File: config.mk
export PLATFORM = sky130hd
export DESIGN_NAME = watchdog_counter
export DESIGN_NICKNAME = d
export VERILOG_FILES = /design/src/rtl/test_status_port_watchdog_counter.sv
export SDC_FILE = /design/constraint.sdc
export NUM_CORES = 1
export LEC_CHECK = 0
export CAP_MARGIN = 10
export CORE_MARGIN = 2
export CORE_UTILIZATION = 50
export DETAILED_ROUTE_END_ITERATION = 8
export PLACE_DENSITY = 0.68
export SYNTH_ARGS = -nofsm -noshare
export SYNTH_HDL_FRONTEND = slang
export SYNTH_SLANG_ARGS = --single-unit
File: constraint.sdc
create_clock -name clk -period 2 [get_ports clk]
set_input_delay 0.4 -clock clk [delete_from_list [all_inputs] [get_ports clk]]
set_output_delay 0.4 -clock clk [all_outputs]
set_load 0.02 [all_outputs]
File: src/rtl/test_status_port_watchdog_counter.sv
// watchdog_counter: counts enabled cycles since the last clear and flags the final one
module watchdog_counter #(
    parameter logic [19:0] TIMEOUT = 20'd100000
) (
    input  logic clk,
    input  logic reset,
    input  logic clear,
    input  logic enable,
    output logic expired
);
    logic [19:0] cnt;

    always_ff @(posedge clk or posedge reset) begin
        if (reset)
            cnt <= '0;
        else if (clear)
            cnt <= '0;
        else if (enable)
            cnt <= cnt + 20'd1;
    end

    assign expired = enable && !clear && cnt == TIMEOUT - 20'd1;
endmodule

**After elaboration in Yosys (flattened, before gate mapping)**

Index checks and enable logic that the tools add are counted.

- Equality and inequality tests: 1
- Order comparisons: 0
- $mul: 0
- Reductions and logical operators: 4
- Shifts and indexed selects: 0
- $add $sub $neg: 1
- Multiplexer cells: 2
- Bitwise logic cells: 0
- Divide/modulo/power cells: 0

Operators with widths:

| kind | count |
|---|---|
| 2-to-1 mux 20 bit | 2 |
| adder 20 x 1 -> 20 bit (second input constant) | 1 |
| == test 20 x 17 -> 1 bit (second input constant) | 1 |
| logical AND 1 bit | 2 |
| nonzero test 2 bit | 1 |
| zero test 1 bit | 1 |

- Memories: 0
- Logic and storage cells: 9
- Latch bits: 0
- Output and inout bits: 1
- Memory bits (read-only): 0
- Register bits: 20
- Input port bits: 4
- Bits in writable memories: 0

**Logic depth before layout (Yosys ltp)**

Gate-level depths: netlist (run 1).

- Depth after elaboration: 3
- Mapped depth: 5
- Gate-level depth less buffers: 5

**Least setup slack after synthesis (run 1)**

No wires, ideal clock.

- Path type: input-to-output
- From: input port clear
- To: output port expired
- Stages: 4
- Path slack: 230 ps
- Arrival time: 1370 ps
- Cells stage by stage: buf_2 nor4_1 nand4_1 nor3_1

- Longest elaborated chain between the ends: 3

Ends and longest elaborated chain:

| item | line | RTL |
|---|---|---|
| start: declaration | 7 | `input logic clear,` |
| zero test 1 bit | 22 | `assign expired = enable && !clear && cnt == TIMEOUT - 20'd1;` |
| logical AND 1 bit (2 in series) | 22 |  |
| end: declaration | 9 | `output logic expired` |

Every way passes these cells.

**Worst setup path after layout (run 1)**

Same ends and word-level chain as after synthesis.

==> summary.md, run 1 <==
| Metric | Value |
|---|---|
| Global-route wire length before repair | roughly 4200 um |
| Worst R2R Path Depth | 5 |
| Share of the synthesized area in the top cell type | 0.444 |
| Area grow syn2layout | 22.3% |
| Initial antenna violation count | 0 |
| Register Area | around 500 um2 |
| Multi-input gate area | approximately 600 um2 |
| Die W | between 50 and 60 um |
| Final worst path period need | about 1.9 ns |
| Commonest non-fill, non-tap cell in the layout | buf_4 |
| Synth Warn # | 0 |
| Slew HR | 0.751 |
| # rows | 17 |
| Post-place instance area | ~0.0013 mm2 |
| Syn Area/Cell | 9.89 um2 |
| Worst-path cell chain | clkdlybuf4s50_1, nor4_2, nand4_1, nor3_1, buf_2 |
| Cell total after placement | 163 |
| Die area | between 0.002 and 0.003 mm2 |
| First-pass DRT Iterations | 4 |
| Hold-fix buffers, CTS | 0 |
| Commonest cells after routing, fill and taps aside | buf_4 (21), dfrtp_1 (20), nor2_1 (19) |
| Final setup skew | 0.00612 ns |
| R2r endpoint | cnt[13]$_DFFE_PP0P_ |
| Comb power frac | 0.081 |
| Nets | 145 |
| Worst-Skew Late Latency | slightly above 0.3 ns |
| ANT cells | 0 |
| Synthesized cell area | ~0.0011 mm2 |
| Reg2Reg Setup Slack | between 0.3 and 0.4 ns |
| H-tree depth | 1 |
| P_sw | about 170 uW |
| Setup violators final | 0 |
| DIE HEIGHT | approximately 51 um |
| P per Cell Area | 516 mW/mm2 |
| Worst-Margin Slew | about 0.37 ns |
| Startpoint Class | primary input |
| Placer Congestion | 0.802 |
| Part of the power in registers | 0.579 |
| Final Cycle Share | 0.955 |
| Post-Layout Cell Count | approximately 170 |
| Synth top area cells | dfrtp_1 (44%), nor2_1 (6.3%), xnor2_1 (6.2%) |
| Reg clk slew, reported paths | roughly 0.12 ns |
| DRT Wirelength | ~2400 um |
| Worst-path maximum fanout | 2 |
| Initial Util | 0.520 |
| DR vias/cell | 5.38 |
| Synth Register Bits | 20 |
| Total global routing overflow | 0 |
| Slowest-stage cell, CP | clkdlybuf4s50_1 |
| Sw frac | 0.236 |
| WP buf/inv | 2 |
| Tot GR Track Use | 0.218 |
| Post-Route Utilization | 0.636 |
| Max-slew violation count | 0 |
| Leak | between 0.6 and 0.7 nW |
| Via count | 898 |
| Vias in the first global route | between 900 and 1000 |
| Crit. End Element | primary output |
| Setup bufs post-CTS | 0 |
| Critical Path Stages | 5 |
| Largest regs | cnt x20 |
| DR iter-0 viols | 18 |
| Post-synthesis sequential area ratio | 0.444 |
| Max Fclk | 523 MHz |
| Worst Path Required | 1.60 ns |
| Family with the most delay on the worst path | buffers and inverters |
| Post-route ant nets | 0 |
| TritonCTS buffer count | 3 |
| Share of layout cells above drive strength 1 | 0.281 |
| Largest Register | cnt |
| Power share of the clock group | 0.341 |
| Final hold slack | between 0.3 and 0.4 ns |
| Clock Root Buffer | clkbuf_4 |
| CTS max path bufs | 2 |
| Synth cell types | 32 |
| Worst hold path class | primary input to async pin |
| RSZ-0062 raised after global routing | no |
| CTS tree | yes |
| Post-route cell area | around 0.0014 mm2 |
| Worst setup endpoint | expired |
| CTS sink cnt | 20 |
| Max reg flops | 20 |
| Io pins | 5 |
| CP peak stage delay | 0.43 ns |
| Worst VDD drop | about 0.53 mV |
| Syn Nets | approximately 120 |
| DRC viols | 0 |
| Post-Syn Instances | ~110 |
| Drt wl/cell | around 14 um |
| Dominant cell type by area after synthesis | dfrtp_1 |
| Core area | roughly 0.0022 mm2 |
| Status | complete, no violations |
| Worst flop-to-flop path startpoint | cnt[11]$_DFFE_PP0P_ |
| Pin count of the biggest net entering global routing | 28 |
| Filler instances | 184 |
| Crit path DAT | 1.51 ns |
| Max-Cap Viols | 0 |
| Int Pwr | 544 uW |
| Critical path origin | clear |
| Post-DP HPWL | around 1700 um |
| Setup CP Type | primary input to primary output |
| Port buffer count | 4 |
| Final hold violations | 0 |
[power groups by stage]
stage	Clock, mW	Combinational [mW]	Sequential (mW)
floorplan	0	0.0342	0.421
global placement	0	0.0558	0.419
detailed placement	0	0.0573	0.419
CTS	0.243	0.0577	0.411
global route	0.265	0.0651	0.412
finish	0.242	0.0576	0.411
[cell type report]
class	instances	share of cell area
multi-input cells	86	0.435
flip-flops and latches	20	0.363
repair buffers	25	0.140
clock buffers	4	0.0263
well taps	28	0.0254
inverters	4	0.0109
[how the worst min path moves through the flow]
stage	start	end	slack [ns]
floorplan	reset	cnt[0]$_DFFE_PP0P_	0.36
finish	reset	cnt[7]$_DFFE_PP0P_	0.40
CTS	reset	cnt[19]$_DFFE_PP0P_	0.41
global route	reset	cnt[19]$_DFFE_PP0P_	0.44
global placement	cnt[4]$_DFFE_PP0P_	cnt[4]$_DFFE_PP0P_	0.55
detailed placement	cnt[10]$_DFFE_PP0P_	cnt[10]$_DFFE_PP0P_	0.56
[worst min-delay path: stages]
cell and delay (ns):
clkdlybuf4s50_1 0.39, inv_1 0.05, buf_4 0.26
[cells by family after synthesis]
| group | share of synthesized area |
|---|---|
| compound gates | 0.0333 |
| flops | 0.444 |
| simple gates | 0.326 |
| buf+inv | 0.0411 |
| fa+ha+maj | 0.0111 |
| mux | 0.0588 |
| xor+xnor | 0.0855 |
[cell usage after synthesis (all sizes together)]
cell,instances
o21ai,1
xor2,3
nor2,19
nand4,7
ha,1
clkbuf,1
xnor2,8
mux2i,1
nand3,6
nor3,5
and4,2
inv,4
or3,1
buf,3
nand2,4
mux2,5
and4bb,1
nor4,6
a31o,2
and2b,1
nor2b,5
a21oi,3
and3,1
and2,1
nand2b,2
nor4b,1
dfrtp,20
[per-stage QoR]
stage / power, mW / worst slack, ns / TNS (ns)
6_report: 0.711 / 0.0898 / 0
2_1_floorplan: 0.455 / 0.230 / 0
3_5_place_dp: 0.477 / -0.393 / -0.393
5_1_grt: 0.742 / 0.00146 / 0
4_1_cts: 0.712 / 0.0570 / 0
3_3_place_gp: 0.474 / -0.392 / -0.392
[what timing repair did]
item | in CTS | in global routing
setup endpoints to repair | 1 | 1
gates cloned | 0 | 0
hold endpoints to repair | 0 | 0
gates resized for setup | 5 | 3
[routing by layer]
layer,wire [um],part of all wire,track usage
met1,1100,0.47,0.292
met5,0,0,0
met3,94,0.040,0.0673
met2,1150,0.49,0.355
met4,14,0.0059,0.0351
Note: power is estimated with default switching activity, not from simulation.
==> run 2, diff against run 1 <==
- CTS_CLUSTER_SIZE: unset -> 25
- TNS_END_PERCENT: unset -> 1
==> results of run 2 <==
The final DEF is identical to that of run 1; final timing and power are the same.
